**src/rtl/demux8_pkg.sv**
```systemverilog
// rtl/demux8_pkg.sv - shared lane types, sizing constants and one-hot encoder for demux8_collector
package demux8_pkg;
    localparam int LANES         = 8;
    localparam int DEPTH_DEFAULT = 4;

    typedef logic [2:0] lane_t;

    function automatic lane_t onehot_to_index(input logic [LANES-1:0] oh);
        lane_t idx;
        idx = '0;
        for (int i = 0; i < LANES; i++) begin
            if (oh[i]) begin
                idx = lane_t'(i);
            end
        end
        return idx;
    endfunction
endpackage

```
**src/rtl/demux8_fifo.sv**
```systemverilog
// rtl/demux8_fifo.sv - lane-index FIFO; push while full is accepted only when a pop frees the slot
module demux8_fifo
    import demux8_pkg::*;
#(
    parameter int DEPTH = DEPTH_DEFAULT
) (
    input  logic                   clk,
    input  logic                   rst,
    input  logic                   push,
    input  logic                   pop,
    input  lane_t                  din,
    output lane_t                  dout,
    output logic                   full,
    output logic                   empty,
    output logic [$clog2(DEPTH):0] count
);
    localparam int PW = $clog2(DEPTH);
    localparam int CW = PW + 1;
    localparam logic [PW:0] FULL_CNT = CW'(DEPTH);

    lane_t         mem_q [DEPTH];
    lane_t         mem_d [DEPTH];
    logic [PW-1:0] wr_ptr_q, wr_ptr_d;
    logic [PW-1:0] rd_ptr_q, rd_ptr_d;
    logic [PW:0]   count_q, count_d;
    logic          wr_en, rd_en;

    assign full  = (count_q == FULL_CNT);
    assign empty = (count_q == '0);
    assign count = count_q;
    // Head is forced to zero when empty so a same-cycle write never shows through early.
    assign dout  = empty ? lane_t'(0) : mem_q[rd_ptr_q];

    always_comb begin
        rd_en    = pop && !empty;
        wr_en    = push && (!full || rd_en);
        mem_d    = mem_q;
        wr_ptr_d = wr_ptr_q;
        rd_ptr_d = rd_ptr_q;
        count_d  = count_q;
        if (wr_en) begin
            mem_d[wr_ptr_q] = din;
            wr_ptr_d        = wr_ptr_q + 1'b1;
        end
        if (rd_en) begin
            rd_ptr_d = rd_ptr_q + 1'b1;
        end
        case ({wr_en, rd_en})
            2'b10:   count_d = count_q + 1'b1;
            2'b01:   count_d = count_q - 1'b1;
            default: count_d = count_q;
        endcase
    end

    always_ff @(posedge clk or posedge rst) begin
        if (rst) begin
            for (int i = 0; i < DEPTH; i++) begin
                mem_q[i] <= '0;
            end
            wr_ptr_q <= '0;
            rd_ptr_q <= '0;
            count_q  <= '0;
        end else begin
            mem_q    <= mem_d;
            wr_ptr_q <= wr_ptr_d;
            rd_ptr_q <= rd_ptr_d;
            count_q  <= count_d;
        end
    end
endmodule

```
**src/rtl/demux8_collector.sv**
```systemverilog
// rtl/demux8_collector.sv - collects one-hot demux lane events into a FIFO; DEMUX8_COLLECT_CNT_EN adds per-lane counters
module demux8_collector
    import demux8_pkg::*;
#(
    parameter int DEPTH = DEPTH_DEFAULT
) (
    input  logic             clk,
    input  logic             rst,
    input  logic [LANES-1:0] dout,
    input  logic             clr_sticky,
    input  logic             out_ready,
    output logic             out_valid,
    output lane_t            out_lane,
    output logic             fifo_full,
    output logic             fifo_empty,
    output logic             err_multi,
    output logic             ovf,
    input  lane_t            cnt_sel,
    output logic [7:0]       cnt_q
);
    logic [LANES-1:0]      dout_q, dout_d;
    logic                  err_multi_q, err_multi_d;
    logic                  ovf_q, ovf_d;
    logic                  evt, evt_multi, evt_one, fifo_pop;
    lane_t                 evt_lane;
    logic [$clog2(DEPTH):0] fifo_count;

    always_comb begin
        dout_d    = dout;
        evt       = (dout != '0) && (dout != dout_q);
        // Clearing the lowest set bit leaves something behind only when two or more bits are high.
        evt_multi = evt && ((dout & (dout - 1'b1)) != '0);
        evt_one   = evt && !evt_multi;
        evt_lane  = onehot_to_index(dout);
        fifo_pop  = !fifo_empty && out_ready;

        err_multi_d = clr_sticky ? 1'b0 : err_multi_q;
        if (evt_multi) begin
            err_multi_d = 1'b1;
        end
        ovf_d = clr_sticky ? 1'b0 : ovf_q;
        if (evt_one && fifo_full && !fifo_pop) begin
            ovf_d = 1'b1;
        end
    end

    always_ff @(posedge clk or posedge rst) begin
        if (rst) begin
            dout_q      <= '0;
            err_multi_q <= 1'b0;
            ovf_q       <= 1'b0;
        end else begin
            dout_q      <= dout_d;
            err_multi_q <= err_multi_d;
            ovf_q       <= ovf_d;
        end
    end

    demux8_fifo #(.DEPTH(DEPTH)) u_fifo (
        .clk   (clk),
        .rst   (rst),
        .push  (evt_one),
        .pop   (fifo_pop),
        .din   (evt_lane),
        .dout  (out_lane),
        .full  (fifo_full),
        .empty (fifo_empty),
        .count (fifo_count)
    );

    assign out_valid = (fifo_count != '0);
    assign err_multi = err_multi_q;
    assign ovf       = ovf_q;

`ifdef DEMUX8_COLLECT_CNT_EN
    logic [7:0] lane_cnt_q [LANES];
    logic [7:0] lane_cnt_d [LANES];

    // Dropped events still count; a clear coinciding with an event leaves a count of one.
    always_comb begin
        for (int i = 0; i < LANES; i++) begin
            lane_cnt_d[i] = clr_sticky ? 8'd0 : lane_cnt_q[i];
            if (evt_one && (evt_lane == lane_t'(i)) && (lane_cnt_d[i] != 8'hFF)) begin
                lane_cnt_d[i] = lane_cnt_d[i] + 8'd1;
            end
        end
    end

    always_ff @(posedge clk or posedge rst) begin
        if (rst) begin
            for (int i = 0; i < LANES; i++) begin
                lane_cnt_q[i] <= '0;
            end
        end else begin
            lane_cnt_q <= lane_cnt_d;
        end
    end

    assign cnt_q = lane_cnt_q[cnt_sel];
`else
    logic unused_cnt_sel;
    assign unused_cnt_sel = ^cnt_sel;
    assign cnt_q          = 8'd0;
`endif
endmodule

```
**config.mk**
```make
export PLATFORM = sky130hd
export DESIGN_NAME = demux8_collector
export DESIGN_NICKNAME = d
export VERILOG_FILES = /design/src/rtl/demux8_pkg.sv /design/src/rtl/demux8_fifo.sv /design/src/rtl/demux8_collector.sv
export SDC_FILE = /design/constraint.sdc
export NUM_CORES = 1
export LEC_CHECK = 0
export BUFFER_PORTS_ARGS = -buffer_cell sky130_fd_sc_hd__buf_2
export CAP_MARGIN = 20
export CORE_ASPECT_RATIO = 0.6
export CORE_MARGIN = 2
export CORE_UTILIZATION = 49
export DETAILED_ROUTE_END_ITERATION = 10
export PLACE_DENSITY = 0.83
export REMOVE_ABC_BUFFERS = 1
export SYNTH_ARGS = -nofsm -noshare
export SYNTH_HDL_FRONTEND = slang
export SYNTH_HIERARCHICAL = 1
export SYNTH_SLANG_ARGS = --single-unit
```
**constraint.sdc**
```tcl
create_clock -name clk -period 2.54 [get_ports clk]
set_input_delay 0.254 -clock clk [delete_from_list [all_inputs] [get_ports clk]]
set_output_delay 0.254 -clock clk [all_outputs]
set_load 0.02 [all_outputs]
```
==> flow_summary.toml, run 1 <==
[drt]
drtPass1Iterations = 4
ant_nets = 0
wirelength_um = 3190
vias = 1072
post_drt_wl_per_cell_um = 15.0
via_per_inst = 5.03
drtIter0Drc = 76
drt_drc_violations_left = 0

[placement]
hpwlAfterDp_um = 2390
gp_congestion = 0.776
dp.cells = 205
numPortBuffers = 19
placed_area_mm2 = 0.00179
pre_cts_ws_ps = -91.2

[worst_setup_path]
cpMostUsedCell = "nor2_1"
crit_path_cell_trace = "buf_2 -> or4_4 -> a2111oi_4 -> o31ai_2 -> nor2_1 -> buf_4 -> nand2_1 -> nor2_1 -> mux2_2"
slowest_stage = "or4_4"
ff2ff_setup_slack_ps = 190
regToRegStartpoint = "dout_q[7]$_DFF_PP0_"
r2r-end = "u_fifo/count[2]$_DFFE_PP0P_"
crit_family = "simple AND/OR/NAND/NOR gates"
crit_path_end_kind = "register"
cp_num_buf_inv = 2
cp.required_ps = 2700
crit_arrival_ps = 2520
crit_fanout = 4
cp-start-kind = "primary input"
critPathMaxStageDelay_ps = 570
crit_type = "primary input to register"
r2r_cells = 12

[global_routing]
grt_pass1_vias = 1104
grtUsageTotal = 0.202
antenna_found_initial = 0
grt-ovfl-total = 0
grt_max_degree = 20
grt_pass1_wl_um = 5310

[yosys]
yosysWarnings = 6
syn_area_mm2 = 0.00157
syn_avg_cell_area_um2 = 12.0
yosysSeqAreaShare = 0.463
ys_ff_latch = 29
netlist-cell-type-count = 33
netlist_instances = 131

[floorplanning]
core_area_mm2 = 0.00297
rows = 15
dieArea_mm2 = 0.00369
die_w_um = 77.1
die_h_um = 47.8
io_pins = 31
start_util = 0.529

[timing]
setup_tns_ps = 0
fin_skew_ps = 4.36
rsz0062_at_grt = "no"
tightest_slew_ps = 717
setup_violations = 0
final.setup.worst_slack_ps = 172
worst_hold_slack_ps = 183
max_slew_margin = 0.521
period_minus_slack_ps = 2370
max_freq_ghz = 0.422
period_share = 0.932
hold_viol = 0
drv_slew = 0

[final_layout]
nFillCells = 235
fin_nets = 192
regArea_um2 = 726
multi_input_area_um2 = 779
drive_gt1_frac = 0.374
postLayoutCoreUtil = 0.639
antenna_cells = 0
instances_no_fill = 213
syn_to_final_growth_pct = 20.8
design_area_mm2 = 0.00190

[worst_hold_path]
hold_start = "clr_sticky"
min_path_type = "primary input to register"
holdPathStages = 2
hold_end = "err_multi$_DFFE_PP0P_"

[power]
vdd_drop_max_v = 0.000452
power.total_mw = 1.79
p_per_area_mw_per_mm2 = 944
leakagePower_nw = 0.922

[cts]
clock_path_buffers = 2
cts_setup_buffers = 0
cts.sink_count = 29
cts_buffers = 5
htree_levels = 2
clock_latency_ps = 280
tritoncts = "built"
cts-root-buf = "clkbuf_8"
clk_pin_slew_ps = 60

[run_status]
status = "finished clean"

[run]
max_cap_violations = 0
sequential cells by signal, summed over array words and instances, names as in the netlist:
name	cells
u_fifo/mem_q	12
u_fifo/wr_ptr_q	2
u_fifo/count	3
ovf	1
dout_q	8
u_fifo/rd_ptr_q	2
err_multi	1
cell families after synthesis:
| kind of cell | count (synthesis) | share of synthesized area |
|---|---|---|
| flops | 29 | 0.463 |
| mux | 17 | 0.143 |
| simple gates | 33 | 0.118 |
| compound gates | 11 | 0.0726 |
| xor+xnor | 14 | 0.0782 |
| other cells | 1 | 0.00239 |
| buf+inv | 19 | 0.0646 |
| fa+ha+maj | 7 | 0.0590 |
report_power, final:
| group | internal [mW] | switching, mW |
|---|---|---|
| clock | 0.214 | 0.158 |
| sequential | 0.600 | 0.124 |
| combinational | 0.347 | 0.346 |
| total | 1.16 | 0.628 |
worst reg2reg max path: cells and delay by family (launching register included):
| kind | cells | cell delay, ps |
|---|---|---|
| xor+xnor | 3 | 480 |
| simple gates | 5 | 710 |
| compound gates | 1 | 110 |
| fa+ha+maj | 2 | 530 |
| buf+inv | 1 | 50 |
| flops | 1 | 370 |
routing by layer:
| layer | up-vias | part of all wire | track usage |
|---|---|---|---|
| met5 | - | 0 | 0 |
| met4 | 0 | 0.015 | 0.0821 |
| met3 | 6 | 0.057 | 0.0642 |
| met2 | 39 | 0.48 | 0.358 |
| met1 | 517 | 0.45 | 0.244 |
| li1 | 510 | - | - |
cell usage in the layout, fill, tap and decap left out, drive strengths merged, types with 2 or more instances in the layout:
cell     instances
or3              2
ha               5
nor2b            4
dfrtp           29
inv             11
nand2b           2
buf             33
clkbuf           7
xor2            11
mux4             3
o21ai            3
a2111oi          2
nor2            10
nand2            8
mux2            13
conb             8
nor4             3
xnor2            3
what timing repair did:
action	CTS	global route
resized for setup	0	2
endpoints found under the setup margin	0	1
hold buffers	1	0
hold endpoints to repair	10	0
synthesized netlist by cell type (all sizes together):
cell type,count,area share
or4,1,0.0072
buf,8,0.038
o31a,1,0.0056
maj3,1,0.0064
o21ai,3,0.0096
a21oi,1,0.0032
a2111oi,2,0.027
mux2,13,0.093
fa,1,0.013
conb,1,0.0024
nand2,8,0.019
o31ai,1,0.0080
o22ai,1,0.0040
inv,11,0.026
o41ai,1,0.010
nor2b,4,0.016
xnor2,3,0.017
nor4,3,0.012
nor3,1,0.0032
nor2,10,0.024
dfrtp,29,0.46
xor2,11,0.061
or3,2,0.0080
o21bai,1,0.0048
ha,5,0.040
mux2i,1,0.0064
nand2b,2,0.0096
and3,1,0.0040
nor4b,1,0.015
mux4,3,0.043
worst max path at each step:
stage / start / cells past startpoint / to / slack, ps
final: dout[1] / 9 / u_fifo/mem_q[0]$_DFFE_PP0P_ / 170
after global routing: dout[1] / 12 / u_fifo/count[2]$_DFFE_PP0P_ / 60
after CTS: u_fifo/count[2]$_DFFE_PP0P_ / 10 / u_fifo/count[2]$_DFFE_PP0P_ / 90
after detailed placement: dout[1] / 12 / u_fifo/count[2]$_DFFE_PP0P_ / -90
after global placement: dout[1] / 12 / u_fifo/count[2]$_DFFE_PP0P_ / -40
after floorplan: u_fifo/count[0]$_DFFE_PP0P_ / 10 / u_fifo/count[2]$_DFFE_PP0P_ / -420
area by class of cell:
class,count,area share
Clock buffer,7,0.0455
Inverter,11,0.0218
Multi-Input combinational cell,90,0.411
Sequential cell,29,0.383
Tap cell,42,0.0277
Timing Repair Buffer,34,0.111
No activity file was read; power rests on OpenSTA's default activity.
==> run 2: changes to the inputs <==
--- a/config.mk
+++ b/config.mk
@@ -5,13 +5,14 @@
 export SDC_FILE = /design/constraint.sdc
 export NUM_CORES = 1
 export LEC_CHECK = 0
+export ABC_AREA = 1
 export BUFFER_PORTS_ARGS = -buffer_cell sky130_fd_sc_hd__buf_2
 export CAP_MARGIN = 20
 export CORE_ASPECT_RATIO = 0.6
-export CORE_MARGIN = 2
-export CORE_UTILIZATION = 49
+export CORE_MARGIN = 10
+export CORE_UTILIZATION = 50
 export DETAILED_ROUTE_END_ITERATION = 10
-export PLACE_DENSITY = 0.83
+export PLACE_DENSITY = 0.84
 export REMOVE_ABC_BUFFERS = 1
 export SYNTH_ARGS = -nofsm -noshare
 export SYNTH_HDL_FRONTEND = slang
==> run 2 against run 1 <==
  * Critical path type is now register to register
  * Sequential share of layout area decreased by 0.060 points
  * Worst setup slack improved by 96 ps
  * First-iteration DRC count increased by 59%
  * Combinational power decreased by 4.9%
  * Utilization decreased by 5.6 points
  * Highest routed layer unchanged
  * Total power decreased by 5.0%
  * Synthesized cell count increased by 69%
==> flow_summary.toml, run 2 <==
[worst_hold_path]
hold_end = "dout_q[7]$_DFF_PP0_"
holdPathStages = 1
min_path_type = "primary input to register"
hold_start = "dout[7]"

[placement]
hpwlAfterDp_um = 2770
placed_area_mm2 = 0.00180
numPortBuffers = 19
gp_congestion = 0.769

[global_routing]
grt-ovfl-total = 0
grt_pass1_vias = 1324
grt_max_degree = 20
antenna_found_initial = 0
grtUsageTotal = 0.119
grt_pass1_wl_um = 5910

[timing]
drv_slew = 0
period_minus_slack_ps = 2270
setup_violations = 0
fin_skew_ps = 4.07
rsz0062_at_grt = "no"
worst_hold_slack_ps = 141
hold_viol = 0
max_freq_ghz = 0.440
tightest_slew_ps = 730
period_share = 0.894
max_slew_margin = 0.513

[final_layout]
layout_common_cells = "nand2_1 (79), dfrtp_1 (28), inv_1 (27)"
antenna_cells = 0
postLayoutCoreUtil = 0.583
top_register = "u_fifo/mem_q"
regArea_um2 = 727
nFillCells = 289
multi_input_area_um2 = 807
largest_register_ff_count = 12
final_common_cell = "nand2_1"
design_area_mm2 = 0.00190
drive_gt1_frac = 0.147
syn_to_final_growth_pct = 11.9
fin_nets = 266

[yosys]
synth_common_cells = "nand2_1 (79), dfrtp_1 (29), inv_1 (28)"
ys_top_cells_by_area = "dfrtp_1 (43%), nand2_1 (17%), inv_1 (6.2%), nand4_1 (5.2%), ha_1 (3.7%)"
synth.most_common_cell = "nand2_1"
synth.largest_area_cell = "dfrtp_1"
ys_ff_latch = 29
synth_top_area_frac = 0.427
syn_area_mm2 = 0.00170
yosysSeqAreaShare = 0.427
synth_flop_cell = "dfrtp_1"
netlist_instances = 221
syn_avg_cell_area_um2 = 7.69
netlist-cell-type-count = 26
yosysWarnings = 6
synthArstFlopShare = 1.00
synth_edf_count = 0

[cts]
cts-root-buf = "clkbuf_8"
clock_latency_ps = 270
clk_pin_slew_ps = 60
cts_buffers = 5
htree_levels = 2
cts_setup_buffers = 0
tritoncts = "built"
clock_path_buffers = 2
cts.sink_count = 29

[drt]
via_per_inst = 4.83
drt_drc_violations_left = 0
drtIter0Drc = 121
ant_nets = 0
wirelength_um = 3540
drtPass1Iterations = 4
post_drt_wl_per_cell_um = 12.2
vias = 1401

[worst_setup_path]
crit_type = "register to register"
r2r-end = "u_fifo/count[2]$_DFFE_PP0P_"
crit_fanout = 5
crit_arrival_ps = 2430
ff2ff_setup_slack_ps = 270
crit_path_end_kind = "register"
r2r_cells = 13
cp.required_ps = 2700
regToRegStartpoint = "u_fifo/count[0]$_DFFE_PP0P_"
cp-start-kind = "register"

[floorplanning]
start_util = 0.521
core_area_mm2 = 0.00326
die_w_um = 95.3
dieArea_mm2 = 0.00621
rows = 16
io_pins = 31
die_h_um = 65.2

[power]
p_per_area_mw_per_mm2 = 893
power.total_mw = 1.70
vdd_drop_max_v = 0.000419
leakagePower_nw = 1.04

[run]
max_cap_violations = 0

[run_status]
status = "finished clean"
## run 2: report_power, final
group          internal (mW)  switching [mW]
Combinational          0.237           0.422
Clock                  0.214           0.161
Sequential             0.559           0.105
Total                   1.01           0.688
## run 2: kinds of logic after synthesis
group,count (synthesis),synth area share
simple gates,125,0.330
xor+xnor,7,0.0361
compound gates,13,0.0398
flops,29,0.427
fa+ha+maj,6,0.0486
other cells,1,0.00221
buf+inv,40,0.116
## run 2: layout make-up
class | instances | area share
Inverter | 28 | 0.0553
Tap cell | 45 | 0.0296
Timing Repair Buffer | 22 | 0.0632
Sequential cell | 29 | 0.382
Multi-Input combinational cell | 159 | 0.424
Clock buffer | 7 | 0.0454
## run 2: how the worst max path moves through the flow
stage	start	slack [ps]	to	cells after the start
floorplan	dout_q[3]$_DFF_PP0_	-330	u_fifo/count[1]$_DFFE_PP0P_	11
global placement	u_fifo/count[0]$_DFFE_PP0P_	290	u_fifo/count[2]$_DFFE_PP0P_	13
detailed placement	u_fifo/count[0]$_DFFE_PP0P_	170	u_fifo/count[2]$_DFFE_PP0P_	13
CTS	u_fifo/count[0]$_DFFE_PP0P_	150	u_fifo/count[2]$_DFFE_PP0P_	13
global route	u_fifo/count[0]$_DFFE_PP0P_	50	u_fifo/count[2]$_DFFE_PP0P_	14
finish	u_fifo/count[0]$_DFFE_PP0P_	270	u_fifo/count[2]$_DFFE_PP0P_	13
## run 2: stage by stage
| step | std cells | setup TNS (ps) | worst slack (ps) |
|---|---|---|---|
| 6_report | 290 | 0 | 268 |
| 4_1_cts | 290 | 0 | 152 |
| 2_1_floorplan | 216 | -670 | -330 |
| 3_5_place_dp | 282 | 0 | 170 |
| 3_3_place_gp | 282 | 0 | 288 |
| 5_1_grt | 290 | 0 | 51.3 |
## run 2: critical path: stages (launching register included)
cell and delay, ps:
dfrtp_2 450, nor2_4 160, nand2_1 90, inv_2 100
nor2_1 80, inv_1 100, nand3_4 80, nand2_1 140
ha_1 190, inv_1 70, fa_1 380, nand2_1 80
nand3b_1 100, xor2_1 150
## run 2: timing repair
| item | 4_1_cts | 5_1_grt |
|---|---|---|
| hold buffers | 1 | 0 |
| gates resized for setup | 0 | 3 |
| hold endpoints to repair | 10 | 0 |
| setup endpoints to repair | 0 | 1 |
## run 2: metal layers
| layer | global-route usage | up-vias | wire length, µm |
|---|---|---|---|
| li1 | - | 724 | - |
| met1 | 0.162 | 617 | 1710 |
| met2 | 0.171 | 50 | 1490 |
| met3 | 0.0363 | 10 | 288 |
| met4 | 0.0483 | 0 | 63 |
| met5 | 0 | - | 0 |
